--- src/rtl/load_store_unit_if.sv ---
// Data-memory request/response bundle between the load/store unit (master)
// and the data memory (slave).
interface load_store_unit_if;
  logic        MemReq;
  logic        MemWe;
  logic [31:0] MemAddr;
  logic [31:0] MemWdata;
  logic [3:0]  MemBe;
  logic        MemAck;
  logic [31:0] MemRdata;

  modport master (
    output MemReq, MemWe, MemAddr, MemWdata, MemBe,
    input  MemAck, MemRdata
  );

  modport slave (
    input  MemReq, MemWe, MemAddr, MemWdata, MemBe,
    output MemAck, MemRdata
  );
endinterface

--- src/rtl/load_store_unit.sv ---
// RV32 load/store unit: one access per Start, byte/half/word lanes, bus timeout.
// Define LSU_MISALIGN_TRAP_EN to fault misaligned halfword/word accesses.
module load_store_unit #(
  parameter int unsigned TIMEOUT_CYCLES = 15
) (
  input  logic                     clk,
  input  logic                     rst_n,
  input  logic                     Start,
  input  logic [31:0]              InstCode,
  input  logic [31:0]              Addr,
  input  logic [31:0]              StoreData,
  output logic                     Busy,
  output logic                     Done,
  output logic [31:0]              LoadData,
  output logic                     Fault,
  load_store_unit_if.master        mem
);

  localparam logic [6:0] OP_LOAD  = 7'b0000011;
  localparam logic [6:0] OP_STORE = 7'b0100011;
  localparam logic [7:0] TO_LAST  = 8'(TIMEOUT_CYCLES - 32'd1);

  typedef enum logic [1:0] {
    ST_IDLE = 2'd0,
    ST_BUS  = 2'd1,
    ST_DONE = 2'd2
  } state_e;

  function automatic logic legal_f3(input logic is_store, input logic [2:0] f3);
    logic ok;
    if (is_store) begin
      ok = (f3 == 3'b000) || (f3 == 3'b001) || (f3 == 3'b010);
    end else begin
      ok = (f3 != 3'b011) && (f3 != 3'b110) && (f3 != 3'b111);
    end
    return ok;
  endfunction

  function automatic logic [3:0] be_for(input logic [1:0] size, input logic [1:0] lo);
    logic [3:0] be;
    case (size)
      2'b00:   be = 4'b0001 << lo;
      2'b01:   be = 4'b0011 << {lo[1], 1'b0};
      default: be = 4'b1111;
    endcase
    return be;
  endfunction

  function automatic logic [31:0] wdata_for(input logic [1:0] size, input logic [31:0] d);
    logic [31:0] w;
    case (size)
      2'b00:   w = {4{d[7:0]}};
      2'b01:   w = {2{d[15:0]}};
      default: w = d;
    endcase
    return w;
  endfunction

  // Lane select follows the byte offset; halfword lanes ignore Addr[0].
  function automatic logic [31:0] extend_load(input logic [2:0] f3, input logic [1:0] lo,
                                              input logic [31:0] rd);
    logic [7:0]  b;
    logic [15:0] h;
    logic [31:0] r;
    b = 8'(rd >> {lo, 3'b000});
    h = 16'(rd >> {lo[1], 4'b0000});
    case (f3)
      3'b000:  r = {{24{b[7]}}, b};
      3'b001:  r = {{16{h[15]}}, h};
      3'b100:  r = {24'd0, b};
      3'b101:  r = {16'd0, h};
      3'b010:  r = rd;
      default: r = rd;
    endcase
    return r;
  endfunction

  state_e      state_q, state_d;
  logic [7:0]  cnt_q, cnt_d;
  logic        is_store_q, is_store_d;
  logic [2:0]  funct3_q, funct3_d;
  logic [1:0]  addr_lo_q, addr_lo_d;
  logic        busy_q, busy_d;
  logic        done_q, done_d;
  logic        fault_q, fault_d;
  logic [31:0] load_data_q, load_data_d;
  logic        mem_req_q, mem_req_d;
  logic        mem_we_q, mem_we_d;
  logic [31:0] mem_addr_q, mem_addr_d;
  logic [31:0] mem_wdata_q, mem_wdata_d;
  logic [3:0]  mem_be_q, mem_be_d;

  logic        is_load_s;
  logic        is_store_s;
  logic [2:0]  f3_s;
  logic        misalign_s;
  logic        unused_inst_s;

  assign is_load_s     = (InstCode[6:0] == OP_LOAD);
  assign is_store_s    = (InstCode[6:0] == OP_STORE);
  assign f3_s          = InstCode[14:12];
  assign unused_inst_s = ^{InstCode[31:15], InstCode[11:7]};

  // Alignment check for the incoming access.
  always_comb begin
`ifdef LSU_MISALIGN_TRAP_EN
    case (f3_s[1:0])
      2'b01:   misalign_s = Addr[0];
      2'b10:   misalign_s = (Addr[1:0] != 2'b00);
      default: misalign_s = 1'b0;
    endcase
`else
    misalign_s = 1'b0;
`endif
  end

  // Next-state and next-output logic.
  always_comb begin
    state_d     = state_q;
    cnt_d       = cnt_q;
    is_store_d  = is_store_q;
    funct3_d    = funct3_q;
    addr_lo_d   = addr_lo_q;
    load_data_d = load_data_q;
    mem_req_d   = mem_req_q;
    mem_we_d    = mem_we_q;
    mem_addr_d  = mem_addr_q;
    mem_wdata_d = mem_wdata_q;
    mem_be_d    = mem_be_q;
    done_d      = 1'b0;
    fault_d     = 1'b0;

    case (state_q)
      ST_IDLE: begin
        if (Start && (is_load_s || is_store_s)) begin
          is_store_d = is_store_s;
          funct3_d   = f3_s;
          addr_lo_d  = Addr[1:0];
          if (!legal_f3(is_store_s, f3_s) || misalign_s) begin
            state_d = ST_DONE;
            done_d  = 1'b1;
            fault_d = 1'b1;
          end else begin
            state_d     = ST_BUS;
            cnt_d       = 8'd0;
            mem_req_d   = 1'b1;
            mem_we_d    = is_store_s;
            mem_addr_d  = {Addr[31:2], 2'b00};
            mem_be_d    = be_for(f3_s[1:0], Addr[1:0]);
            mem_wdata_d = wdata_for(f3_s[1:0], StoreData);
          end
        end else begin
          state_d = ST_IDLE;
        end
      end
      ST_BUS: begin
        // An ack in the final cycle wins over the timeout.
        if (mem.MemAck) begin
          state_d   = ST_DONE;
          done_d    = 1'b1;
          mem_req_d = 1'b0;
          mem_we_d  = 1'b0;
          if (!is_store_q) begin
            load_data_d = extend_load(funct3_q, addr_lo_q, mem.MemRdata);
          end else begin
            load_data_d = load_data_q;
          end
        end else if (cnt_q == TO_LAST) begin
          state_d   = ST_DONE;
          done_d    = 1'b1;
          fault_d   = 1'b1;
          mem_req_d = 1'b0;
          mem_we_d  = 1'b0;
        end else begin
          cnt_d = cnt_q + 8'd1;
        end
      end
      ST_DONE: begin
        state_d = ST_IDLE;
      end
      default: begin
        state_d   = ST_IDLE;
        mem_req_d = 1'b0;
        mem_we_d  = 1'b0;
      end
    endcase

    busy_d = (state_d != ST_IDLE);
  end

  // State and output registers.
  always_ff @(posedge clk or negedge rst_n) begin
    if (!rst_n) begin
      state_q     <= ST_IDLE;
      cnt_q       <= 8'd0;
      is_store_q  <= 1'b0;
      funct3_q    <= 3'd0;
      addr_lo_q   <= 2'd0;
      busy_q      <= 1'b0;
      done_q      <= 1'b0;
      fault_q     <= 1'b0;
      load_data_q <= 32'd0;
      mem_req_q   <= 1'b0;
      mem_we_q    <= 1'b0;
      mem_addr_q  <= 32'd0;
      mem_wdata_q <= 32'd0;
      mem_be_q    <= 4'd0;
    end else begin
      state_q     <= state_d;
      cnt_q       <= cnt_d;
      is_store_q  <= is_store_d;
      funct3_q    <= funct3_d;
      addr_lo_q   <= addr_lo_d;
      busy_q      <= busy_d;
      done_q      <= done_d;
      fault_q     <= fault_d;
      load_data_q <= load_data_d;
      mem_req_q   <= mem_req_d;
      mem_we_q    <= mem_we_d;
      mem_addr_q  <= mem_addr_d;
      mem_wdata_q <= mem_wdata_d;
      mem_be_q    <= mem_be_d;
    end
  end

  assign Busy         = busy_q;
  assign Done         = done_q;
  assign Fault        = fault_q;
  assign LoadData     = load_data_q;
  assign mem.MemReq   = mem_req_q;
  assign mem.MemWe    = mem_we_q;
  assign mem.MemAddr  = mem_addr_q;
  assign mem.MemWdata = mem_wdata_q;
  assign mem.MemBe    = mem_be_q;

endmodule

--- src/flat_wrapper.sv ---
// flat-port wrapper written by rule: the top's interface ports become plain ports
module load_store_unit_flat 
#(
  parameter int unsigned TIMEOUT_CYCLES = 15
)
  (clk, rst_n, Start, InstCode, Addr, StoreData, Busy, Done, LoadData, Fault, mem_MemReq, mem_MemWe, mem_MemAddr, mem_MemWdata, mem_MemBe, mem_MemAck, mem_MemRdata);
  load_store_unit_if mem_i ();
  input  logic clk;
  input  logic rst_n;
  input  logic Start;
  input  logic [31:0] InstCode;
  input  logic [31:0] Addr;
  input  logic [31:0] StoreData;
  output logic Busy;
  output logic Done;
  output logic [31:0] LoadData;
  output logic Fault;
  output wire logic [$bits(mem_i.MemReq)-1:0] mem_MemReq;
  output wire logic [$bits(mem_i.MemWe)-1:0] mem_MemWe;
  output wire logic [$bits(mem_i.MemAddr)-1:0] mem_MemAddr;
  output wire logic [$bits(mem_i.MemWdata)-1:0] mem_MemWdata;
  output wire logic [$bits(mem_i.MemBe)-1:0] mem_MemBe;
  input wire logic [$bits(mem_i.MemAck)-1:0] mem_MemAck;
  input wire logic [$bits(mem_i.MemRdata)-1:0] mem_MemRdata;
  assign mem_MemReq = mem_i.MemReq;
  assign mem_MemWe = mem_i.MemWe;
  assign mem_MemAddr = mem_i.MemAddr;
  assign mem_MemWdata = mem_i.MemWdata;
  assign mem_MemBe = mem_i.MemBe;
  assign mem_i.MemAck = mem_MemAck;
  assign mem_i.MemRdata = mem_MemRdata;
  load_store_unit #(.TIMEOUT_CYCLES(TIMEOUT_CYCLES)) u_core (.clk(clk), .rst_n(rst_n), .Start(Start), .InstCode(InstCode), .Addr(Addr), .StoreData(StoreData), .Busy(Busy), .Done(Done), .LoadData(LoadData), .Fault(Fault), .mem(mem_i));
endmodule
--- config.mk ---
export PLATFORM = sky130hd
export DESIGN_NAME = load_store_unit_flat
export DESIGN_NICKNAME = d
export VERILOG_FILES = /design/src/rtl/load_store_unit_if.sv /design/src/rtl/load_store_unit.sv /design/src/flat_wrapper.sv
export SDC_FILE = /design/constraint.sdc
export NUM_CORES = 1
export LEC_CHECK = 0
export BUFFER_PORTS_ARGS = -buffer_cell sky130_fd_sc_hd__buf_2
export CAP_MARGIN = 15
export CORE_ASPECT_RATIO = 0.75
export CORE_MARGIN = 1.5
export CORE_UTILIZATION = 44
export DETAILED_ROUTE_END_ITERATION = 7
export PLACE_DENSITY = 0.77
export REMOVE_ABC_BUFFERS = 1
export SYNTH_ARGS = -nofsm -noshare
export SYNTH_HDL_FRONTEND = slang
export SYNTH_SLANG_ARGS = --single-unit
--- constraint.sdc ---
create_clock -name clk -period 1.6 [get_ports clk]
set_input_delay 0.16 -clock clk [delete_from_list [all_inputs] [get_ports clk]]
set_output_delay 0.16 -clock clk [all_outputs]
set_load 0.005 [all_outputs]
# ---- Word level (Yosys, flattened, before mapping)
# Cells that the tools add are included.
# Widths: inputs -> output; s select.
dict set report word_totals {
  word_cells 88
  regBits 119
}
dict set report classes {
  shift 4
  n_mux 31
  eq_ne 19
  addsub 1
  bitwise 2
  n_reduce_logical 17
}
# cell count
set op_table {}
lappend op_table {{$pmux 32 s4} 1}
lappend op_table {{$pmux 32 s2} 1}
lappend op_table {{$mux 8} 4}
lappend op_table {{$shr 32x5->16} 1}
lappend op_table {{$shr 32x5->8} 1}
lappend op_table {{$pmux 8 s2} 1}
lappend op_table {{$mux 1} 14}
lappend op_table {{$add 8x1->8 const B} 1}
lappend op_table {{$eq 8x4->1 const B} 1}
lappend op_table {{$mux 2} 4}
lappend op_table {{$pmux 4 s2} 1}
lappend op_table {{$eq 7x2->1 const B} 1}
lappend op_table {{$eq 7x6->1 const B} 1}
lappend op_table {{$eq 3x1->1 const B} 2}
lappend op_table {{$eq 3x3->1 const B} 2}
lappend op_table {{$logic_not 3->1} 2}
lappend op_table {{$ne 3x2->1 const B} 2}
lappend op_table {{$ne 3x3->1 const B} 2}
lappend op_table {{$pmux 1 s3} 2}
lappend op_table {{$reduce_and 3->1} 2}
lappend op_table {{$reduce_and 5->1} 1}
lappend op_table {{$eq 2x1->1 const B} 2}
lappend op_table {{$logic_not 2->1} 2}
lappend op_table {{$ne 2x1->1 const B} 2}
lappend op_table {{13 further kinds} 21}

# ---- Depth between registers and ports, before layout
dict set report depth {
  depth_word 10
  mapped_depth 7
}

# ---- Worst setup path after synthesis
# OpenSTA, ideal clock, no wires.
dict set report synth_timing {
  path_kind {flip-flop to flip-flop}
  from {register u_core.cnt_q[0]}
  to {register u_core.cnt_q[2]}
  stages_incl_launch_ff 7
  slack_ns -0.068
  arrival_time_ns 1.589
  path_buffers 0
  required_ns 1.521
  period_less_slack_ns 1.668
  cell_sequence {dfrtp_1 -> inv_1 -> ha_1 -> nand4b_2 -> o41ai_4 -> mux2_1 -> mux2i_1}
}
dict set report synth_via {
  elab_chain_len 4
}
# element line
set synth_lines {}
lappend synth_lines {{start, declared} load_store_unit.sv:79} ;# logic [7:0] cnt_q, cnt_d;
lappend synth_lines {{start signal, assigned} load_store_unit.sv:210} ;# cnt_q <= cnt_d;
lappend synth_lines {{$add 8x1->8} load_store_unit.sv:175} ;# cnt_d = cnt_q + 8'd1;
lappend synth_lines {{$mux 8} load_store_unit.sv:168} ;# end else if (cnt_q == TO_LAST) begin
lappend synth_lines {{$mux 8} load_store_unit.sv:158} ;# if (mem.MemAck) begin
lappend synth_lines {{$pmux 8 s2} load_store_unit.sv:133} ;# case (state_q)
# Several ways; a longest one is shown, not always the timed one. The select of a mux whose other input is x is not followed.
# A chain may end at the register's enable or synchronous reset.

# ---- Worst setup path in the final report
# Same ends and word-level chain as after synthesis.

==> impl_metrics.csv <==
group,metric,value,unit
power_and_ir_drop,leakage,4.511,nW
setup_path,setup.worst_path.start_class,"flop",
floorplan,row_count,35,
sta,drv_slew,0,
route,drc_errors,0,
route,drt_wl_total,16680,um
global_route,antenna_found_initial,0,
sta,period_needed,1594,ps
synthesis,netlist_area,5632,um2
synthesis,ys_top_cells_by_count,"nand2_1, dfrtp_1, o21ai_0",
worst_hold_path,hp-class,"primary input to flop",
power_and_ir_drop,p_comb_share,15.4,%
finish,fin_util,66.56,%
floorplan,core-area,12390,um2
cts,insertion_delay,420,ps
power_and_ir_drop,ir_worst_vdd,0.7250,mV
route,drt_iter0_drc,246,
run,maxCapViolations,0,
placed_design,gp_congestion,0.8066,
global_route,grt_overflow_total,0,
synthesis,synth_top_cell_area_share,52.88,%
setup_path,cp-end-kind,"flop",
power_and_ir_drop,switching_power,0.002292,W
setup_path,crit_type,"flop to flop",
floorplan,die_area,13490,um2
synthesis,synth_top_cell_by_area,"dfrtp_1",
finish,seqCellArea,2980,um2
cts,clkTransAtPathRegs,60,ps
power_and_ir_drop,p_seq_share,39.0,%
global_route,track_usage,24.14,%
synthesis,synth-seq-cells,119,
power_and_ir_drop,p_per_area,1075,nW/um2
global_route,grt_pass1_vias,5271,
sta,finalSetupViolations,0,
cts,cts_tree,"built",
finish,fin_nets,1021,
power_and_ir_drop,totalPowerFinal,0.008872,W
sta,final_hold_viol_count,0,
placed_design,dp_slack,-54.20,ps
finish,syn2layout_area_growth,46.48,%
finish,nFillCells,971,
power_and_ir_drop,p_clk_share,45.6,%
synthesis,synth_flop_cell,"dfrtp_1",
finish,antennaDiodeCount,0,
placed_design,placed_cell_area,7052,um2
cts,clockRootBuffer,"clkbuf_16",
global_route,grt_max_degree,96,
power_and_ir_drop,p_int,0.006580,W
finish,multiInputGateArea,2516,um2
cts,clk_path_buf_depth,2,
synthesis,synthTopCellsByArea,"dfrtp_1, nand2_1, mux2i_1",
floorplan,die_width,133.6,um
setup_path,worstPathMaxFanout,6,
placed_design,hpwl,10580,um
synthesis,synth_edf_count,0,
finish,layout-drive-gt1-share,36.04,%
finish,stdcell_area,8249,um2
worst_hold_path,hold_path_depth,3,
route,drt_pass1_iterations,4,
setup_path,r2r-start,"u_core.cnt_q[0]$_DFFE_PN0P_",
synthesis,synth.distinct_cells,48,
synthesis,async_reset_ff_share,100.0,%
sta,fin_ws,5.786,ps
sta,min_period_over_period,99.64,%
route,vias_per_cell,5.139,
sta,rsz0062_at_grt,"true",
floorplan,start_util,45.44,%
setup_path,critPathLaunch,"u_core.cnt_q[0]$_DFFE_PN0P_",
synthesis,synth_area_per_cell,9.157,um2
power_and_ir_drop,netSwitchingFraction,25.83,%
cts,htree_levels,4,
sta,skew,13.67,ps
floorplan,chipHeight,101.0,um
placed_design,numPortBuffers,212,
floorplan,io_pins,237,
route,ant_nets,0,
synthesis,yosysMostFrequentCell,"nand2_1",
route,vias,5473,
worst_hold_path,hp-start,"mem_MemRdata[28]",
cts,cts.sinks,119,
cts,cts_buffers,17,
setup_path,required,1900,ps
sta,max_freq,627.3,MHz
synthesis,ys_warn_count,0,
synthesis,synthCells,615,
status,status,"finished, final reports clean",
setup_path,r2r_cells,7,
global_route,grt_pass1_wl,25500,um
setup_path,critPathArrivalTime,1890,ps
synthesis,yosysSeqAreaShare,52.88,%
route,wl_per_cell,15.66,um
## worst max-delay path, cell delays in order (launching register included)
cell,delay [ps]
dfrtp_1,380
inv_2,80
ha_4,140
nand4b_4,120
o41a_1,460
buf_4,200
nand2_2,50
mux2i_1,60
## registers in the layout, indices dropped and copies added (netlist names)
register	count
u_core.state_q	2
u_core.mem.MemReq	1
u_core.Busy	1
u_core.Done	1
u_core.mem.MemWe	1
u_core.mem.MemAddr	30
u_core.funct3_q	3
u_core.addr_lo_q	2
u_core.mem.MemWdata	32
u_core.cnt_q	8
u_core.is_store_q	1
u_core.LoadData	32
u_core.mem.MemBe	4
u_core.Fault	1
## kinds of logic (layout without fill, tap and decap cells)
kind of cell	count (synthesis)	count (layout)	synth area share, %
AOI/OAI and AO/OA	109	109	11.31
adders and majority gates	2	2	0.4443
buffers and inverters	50	333	4.066
DFF	119	119	52.88
muxes	47	47	8.865
other	1	2	0.06659
and+or+nand+nor	287	287	22.37
## final cells by class
type                            instances  area share, %
Clock inverter                         14          2.427
Inverter                               11         0.5005
Clock buffer                           17          5.157
Timing Repair Buffer                  291          22.77
Tap cell                              166          2.518
Sequential cell                       119          36.13
Multi-Input combinational cell        447          30.50
## layer usage
| metal | up-vias | wire, um | global-route usage, % |
|---|---|---|---|
| met5 | - | 0 | 0 |
| met4 | 0 | 490 | 11.87 |
| met3 | 42 | 1079 | 6.787 |
| met2 | 207 | 7863 | 38.50 |
| met1 | 2606 | 7248 | 30.50 |
| li1 | 2618 | - | - |
## power groups by stage
stage               combinational, W  clock (W)  sequential, W
detailed placement           0.00124          0        0.00349
floorplan                   0.000445          0        0.00356
global placement             0.00122          0        0.00349
finish                       0.00137    0.00405        0.00346
CTS                          0.00133    0.00411        0.00345
global route                 0.00152    0.00427        0.00349
## cells in the final DEF, fill, tap and decap left out, types with 4 or more instances in the layout
cell,synthesis,layout
buf_2,21,211
nand2_1,190,186
dfrtp_1,119,117
nand3_1,42,42
o21ai_0,45,39
a21oi_1,39,38
dlygate4sd3_1,0,37
mux2i_1,33,33
buf_4,2,32
nor2_1,20,20
clkbuf_16,0,19
mux2_2,12,12
o21ai_1,5,10
inv_1,11,10
nand2b_1,9,9
nor2b_1,7,7
a31oi_1,5,5
buf_12,0,5
nand2_2,1,4
clkinv_4,0,4
bufinv_16,0,4
## path summary, 6_finish.rpt
| path | to | slack (ps) |
|---|---|---|
| max | u_core.cnt_q[2]$_DFFE_PN0P_ | 6 |
| min | u_core.LoadData[28]$_DFFE_PN0P_ | 10 |
| max reg2reg | u_core.cnt_q[2]$_DFFE_PN0P_ | 6 |
| min reg2reg | u_core.mem.MemAddr[14]$_DFFE_PN0P_ | 460 |
| max in group asynchronous | u_core.state_q[0]$_DFF_PN0_ | 780 |
| min in group asynchronous | u_core.LoadData[8]$_DFFE_PN0P_ | 230 |
## per-stage QoR
step / hold slack (ps) / setup TNS [ps] / instances
after global routing: 1.380 / -954.5 / 1065
after CTS: 1.302 / -21.95 / 1059
final: 11.09 / 0 / 1065
after detailed placement: 128.9 / -194.9 / 991
after floorplan: -135.6 / -138510 / 577
after global placement: 134.8 / -56.67 / 991
## timing repair
| item | CTS | global route |
|---|---|---|
| buffers inserted | 0 | 4 |
| hold buffers | 37 | 0 |
| endpoints found under the hold margin | 62 | 0 |
| resized for setup | 10 | 28 |
| setup endpoints to repair | 12 | 47 |
| gates cloned | 0 | 2 |
| pin swaps | 5 | 5 |
No activity file was read; power rests on OpenSTA's default activity.
